## config.mk

```make
export PLATFORM = sky130hd
export DESIGN_NAME = fma_sched
export DESIGN_NICKNAME = d
export VERILOG_FILES = /design/src/rtl/fma_sched.sv
export SDC_FILE = /design/constraint.sdc
export NUM_CORES = 1
export LEC_CHECK = 0
export CORE_ASPECT_RATIO = 1.1
export CORE_UTILIZATION = 58
export CTS_CLUSTER_SIZE = 30
export DETAILED_ROUTE_END_ITERATION = 10
export MAX_ROUTING_LAYER = met4
export PLACE_DENSITY = 0.86
export SLEW_MARGIN = 5
export SYNTH_ARGS = -nofsm -noshare
export SYNTH_HDL_FRONTEND = slang
export SYNTH_SLANG_ARGS = --single-unit
export TNS_END_PERCENT = 20
```

## constraint.sdc

```tcl
create_clock -name clk -period 11.09 [get_ports clk]
set_clock_uncertainty 0.2 [all_clocks]
set_input_delay 2.7725 -clock clk [delete_from_list [all_inputs] [get_ports clk]]
set_output_delay 2.7725 -clock clk [all_outputs]
set_load 0.01 [all_outputs]
```

## src/rtl/fma_sched.sv

```systemverilog
// Issue scheduler for an external FP8 x FP8 + FP16 MAC pipeline with NTAG accumulators.
// Optional perf counters are enabled by defining FMA_SCHED_PERF_EN.
module fma_sched #(
    parameter int PIPE_LAT = 4,
    parameter int NTAG     = 4,
    localparam int TW      = $clog2(NTAG)
) (
    input  logic          clk,
    input  logic          rst_n,
    input  logic          in_valid,
    output logic          in_ready,
    input  logic [7:0]    in_a,
    input  logic [7:0]    in_b,
    input  logic          in_afmt,
    input  logic          in_bfmt,
    input  logic [TW-1:0] in_tag,
    input  logic          in_first,
    input  logic          in_last,
    output logic [7:0]    pipe_a,
    output logic [7:0]    pipe_b,
    output logic          pipe_afmt,
    output logic          pipe_bfmt,
    output logic [15:0]   pipe_c,
    output logic          pipe_save,
    input  logic [15:0]   pipe_s,
    input  logic          pipe_saveout,
    output logic          out_valid,
    input  logic          out_ready,
    output logic [TW-1:0] out_tag,
    output logic [15:0]   out_sum,
`ifdef FMA_SCHED_PERF_EN
    output logic [15:0]   perf_issued,
    output logic [15:0]   perf_stall,
`endif
    output logic          err
);

    localparam int LW = $clog2(PIPE_LAT + 2);
    localparam int GW = $clog2(PIPE_LAT + 1);
    localparam logic [GW-1:0] GUARD_MAX = GW'(PIPE_LAT);

    typedef struct packed {
        logic          vld;
        logic [TW-1:0] tag;
        logic          last;
    } sr_t;

    sr_t              sr_q [PIPE_LAT+1];
    logic [NTAG-1:0]  busy_q, busy_d, clr_mask, set_mask;
    logic [15:0]      acc_q [NTAG];
    logic [TW+15:0]   fifo_q [2];
    logic             wr_ptr_q, rd_ptr_q;
    logic [1:0]       cnt_q, cnt_d;
    logic [GW-1:0]    guard_q;
    logic             err_q;
    logic             pipe_save_q, pipe_afmt_q, pipe_bfmt_q;
    logic [7:0]       pipe_a_q, pipe_b_q;
    logic [15:0]      pipe_c_q, c_sel;
    logic [LW-1:0]    lif;
    logic [LW:0]      pend;
    logic             room, accept, push, pop;
    sr_t              ret;

    // Both handshakes: a transfer happens on a rising edge where valid and ready are
    // both high; ready may depend combinationally on the offered tag/last.
    assign ret = sr_q[PIPE_LAT];

    always_comb begin
        lif = '0;
        for (int i = 0; i <= PIPE_LAT; i++) begin
            lif = lif + LW'(sr_q[i].vld & sr_q[i].last);
        end
        pend = {1'b0, lif} + (LW+1)'(cnt_q);
        room = (pend < (LW+1)'(2));
    end

    always_comb begin
        clr_mask = '0;
        set_mask = '0;
        if (ret.vld) clr_mask[ret.tag] = 1'b1;
        if (accept) set_mask[in_tag] = 1'b1;
        busy_d = (busy_q & ~clr_mask) | set_mask;
    end

    // A tag retiring this cycle is already free, so it can be reissued back-to-back.
    assign in_ready = rst_n && !(busy_q[in_tag] && !clr_mask[in_tag]) && (!in_last || room);
    assign accept   = in_valid && in_ready;

    // The retiring result bypasses acc when the same tag is reissued in that cycle.
    always_comb begin
        c_sel = acc_q[in_tag];
        if (in_first) c_sel = 16'h0000;
        else if (ret.vld && ret.tag == in_tag) c_sel = pipe_s;
    end

    assign push      = ret.vld && ret.last;
    assign out_valid = (cnt_q != 2'd0);
    assign pop       = out_valid && out_ready;
    assign {out_tag, out_sum} = fifo_q[rd_ptr_q];

    always_comb begin
        cnt_d = cnt_q;
        if (push && !pop) cnt_d = cnt_q + 2'd1;
        else if (pop && !push) cnt_d = cnt_q - 2'd1;
    end

    always_ff @(posedge clk or negedge rst_n) begin
        if (!rst_n) begin
            for (int i = 0; i <= PIPE_LAT; i++) sr_q[i] <= '0;
            for (int i = 0; i < NTAG; i++) acc_q[i] <= '0;
            fifo_q[0]   <= '0;
            fifo_q[1]   <= '0;
            busy_q      <= '0;
            wr_ptr_q    <= 1'b0;
            rd_ptr_q    <= 1'b0;
            cnt_q       <= '0;
            guard_q     <= '0;
            err_q       <= 1'b0;
            pipe_save_q <= 1'b0;
            pipe_a_q    <= '0;
            pipe_b_q    <= '0;
            pipe_afmt_q <= 1'b0;
            pipe_bfmt_q <= 1'b0;
            pipe_c_q    <= '0;
        end else begin
            sr_q[0] <= '{vld: accept, tag: in_tag, last: in_last};
            for (int i = 1; i <= PIPE_LAT; i++) sr_q[i] <= sr_q[i-1];
            busy_q <= busy_d;
            if (ret.vld) acc_q[ret.tag] <= pipe_s;
            if (push) begin
                fifo_q[wr_ptr_q] <= {ret.tag, pipe_s};
                wr_ptr_q         <= ~wr_ptr_q;
            end
            if (pop) rd_ptr_q <= ~rd_ptr_q;
            cnt_q <= cnt_d;
            // Results of operations issued before reset may still emerge; ignore them.
            if (guard_q != GUARD_MAX) guard_q <= guard_q + 1'b1;
            else if (pipe_saveout != ret.vld) err_q <= 1'b1;
            pipe_save_q <= accept;
            pipe_a_q    <= accept ? in_a : 8'h00;
            pipe_b_q    <= accept ? in_b : 8'h00;
            pipe_afmt_q <= accept && in_afmt;
            pipe_bfmt_q <= accept && in_bfmt;
            pipe_c_q    <= accept ? c_sel : 16'h0000;
        end
    end

    assign pipe_save = pipe_save_q;
    assign pipe_a    = pipe_a_q;
    assign pipe_b    = pipe_b_q;
    assign pipe_afmt = pipe_afmt_q;
    assign pipe_bfmt = pipe_bfmt_q;
    assign pipe_c    = pipe_c_q;
    assign err       = err_q;

`ifdef FMA_SCHED_PERF_EN
    logic [15:0] issued_q, stall_q;

    always_ff @(posedge clk or negedge rst_n) begin
        if (!rst_n) begin
            issued_q <= '0;
            stall_q  <= '0;
        end else begin
            if (accept && issued_q != 16'hFFFF) issued_q <= issued_q + 16'd1;
            if (in_valid && !in_ready && stall_q != 16'hFFFF) stall_q <= stall_q + 16'd1;
        end
    end

    assign perf_issued = issued_q;
    assign perf_stall  = stall_q;
`endif

endmodule

```

==> metrics <==
Slowest cell on crit path clkdlybuf4s50_1; r2r startpoint pipe_save$_DFF_PN0_; WL met2 7.80 mm; Core Util, Final 0.749; share of the synthesized area in the top cell type 0.600; endpoints failing setup 0; Sum Neg Setup Slack 0 ns; Hold EP ret[2]$_DFF_PN0_; Starting Density 0.600; Critical Path Fanout Max 17; Max VDD drop 0.159 mV; vias per inst 5.92; M1 WL 6.06 mm; WL per Instance 20.5 um; PortBufs 98; WHS Path Cells 0; DR DRC count 0; Slew HR 0.269; Yosys top cell by area dfrtp_1; number of synthesized flops with an enable pin 0; syn_nets 517; clock slew seen by the registers of the worst setup and hold paths 0.06 ns; post-cts hold buffer count 0; largest net degree at the start of global routing 98; period utilization 0.768; Power Total 1.90 mW; routed vias 4273; Setup Buffers After CTS 0; yosys warns 0; Mean Syn Cell Area 14.9 um2; Critical Path AT 5.54 ns; HPWL after DPL 9.44 mm; vias in the first global route 4755; row count 41; Mapped Cells 466; H-tree levels 4; leak pwr 3.80 nW; initial antenna violation count 0; slowest stage delay, CP 0.75 ns; Core ar. 11500 um2; ys flop type dfrtp_1; Period minus WS final 8.51 ns; die width 106 um; final hold vios 0; Die Ht 117 um; flop2flop setup slack 7.24 ns; worst-margin pin slew 1.09 ns; R2R Path End pipe_c[2]$_DFF_PN0_; hold_sp sr_q[6]$_DFF_PN0_; Synth-to-Final Area Change 24.9%; number of DRC markers in iteration 0 208; layout cell share with drive strength beyond 1 0.315; status completed; RePlAce Congestion 0.743; most frequent cells after synthesis dfrtp_1 (166), mux2_2 (118), nand2_1 (29); synthesized area 6920 um2; asr flop ratio synth 1.00; drt first pass iters 4; Yosys reg bits 166; Root Driver clkbuf_16; Hold Crit Class reg2reg; clock tree buffer depth 2; CTS tree yes; post-synthesis sequential area ratio 0.600; later-pin clock latency in the skew report 0.43 ns; cts repair resizes 0; # fillers 699; Worst Setup Start Kind primary input; Ports 99; Pwr Density 219 nW/um2; n_diodes 0; CP cell instances clkdlybuf4s50_1, xnor2_1, nand3_2, a21bo_2, nor2_1, clkdlybuf4s50_1; total track usage 0.272; gr ovfl total 0; reg2reg path depth 10; cts bufs inserted 17; Die Area 12400 um2; FMAX 117 MHz; top-count cell post-synth dfrtp_1; # nets final 610; most frequent CP cell clkdlybuf4s50_1; detailed-route wire length 14.8 mm; Hold Worst Slack 0.149 ns; Crit Path Class in2out; clock sink total 166; post-synth cell types 35; CP endpoint kind primary output; first-pass GRT wire length 24.0 mm; Final Max Tran Viols 0; max-cap violation count 0; Crit path required time 8.12 ns; RSZ-0062 raised after global routing false; ranking of synthesized cells by area dfrtp_1 (60%), mux2_2 (19%), mux4_2 (5.5%); DR top layer met4; antenna-violating nets left 0; met3 WL 636 um
## final cells by class
type | count | area, um2 | area share
Clock inverter | 13 | 203 | 0.0234
Multi-Input combinational cell | 265 | 2600 | 0.301
Inverter | 5 | 18.8 | 0.00217
Tap cell | 150 | 188 | 0.0217
Clock buffer | 19 | 453 | 0.0524
Timing Repair Buffer | 104 | 1030 | 0.119
Sequential cell | 166 | 4150 | 0.481
## worst max-delay path by stage
stage	endpoint	cells after the start	from	slack [ns]
global route	in_ready	6	in_tag[0]	2.44
detailed placement	in_ready	6	in_tag[0]	2.62
floorplan	in_ready	4	in_tag[0]	4.25
global placement	in_ready	6	in_tag[0]	2.69
CTS	in_ready	6	in_tag[0]	2.58
finish	in_ready	6	in_tag[0]	2.58
## placed cells by master (no fill, tap or decap), types with 6 or more instances in the layout
master | Yosys | layout
buf_4 | 1 | 6
clkbuf_16 | 0 | 17
clkdlybuf4s50_1 | 0 | 97
dfrtp_1 | 166 | 166
mux2_2 | 118 | 118
mux2i_1 | 16 | 16
mux4_2 | 17 | 17
nand2_1 | 29 | 29
nor2_1 | 7 | 7
nor3_1 | 18 | 18
nor4_1 | 15 | 15
xnor2_1 | 6 | 6
## report_power, final
group	switching [mW]	internal (mW)
clock	0.234	0.410
combinational	0.175	0.266
sequential	0.0822	0.730
## sequential cells by signal (all words and copies together), names as in the netlist
name	cells
cnt_q	2
rd_ptr_q	1
pipe_c	16
fifo_q	36
wr_ptr_q	1
pipe_b	8
pipe_afmt	1
err	1
pipe_a	8
pipe_save	1
sr_q	15
ret	4
pipe_bfmt	1
acc_q	64
guard_q	3
busy_q	4
## routing by layer
layer	global-route usage	up-vias
met5	-	-
met1	0.321	2265
met2	0.456	122
li1	-	1855
met3	0.0619	31
met4	0.111	0
## critical path, delay by kind of cell
| kind | cells | cell delay [ns] |
|---|---|---|
| AOI/OAI and AO/OA | 1 | 0.41 |
| xor gates and xnor gates | 1 | 0.38 |
| buffers and inverters | 2 | 1.32 |
| and+or+nand+nor | 2 | 0.63 |
## kinds of logic (layout without fill, tap and decap cells)
group	Yosys count	count (layout)	synth area share
xor gates and xnor gates	9	9	0.0114
adders and majority gates	8	8	0.0177
DFF	166	166	0.600
buffers and inverters	35	141	0.0240
muxes	151	151	0.270
and+or+nand+nor	88	88	0.0660
AOI/OAI and AO/OA	9	9	0.0103
## metrics by stage
step | area, um2 | instances | setup slack (ns)
floorplan | 6920 | 466 | 4.25
global placement | 7990 | 690 | 2.69
detailed placement | 7990 | 690 | 2.62
CTS | 8640 | 722 | 2.58
global route | 8640 | 722 | 2.44
finish | 8640 | 722 | 2.58
Note: power is estimated with default switching activity, not from simulation.
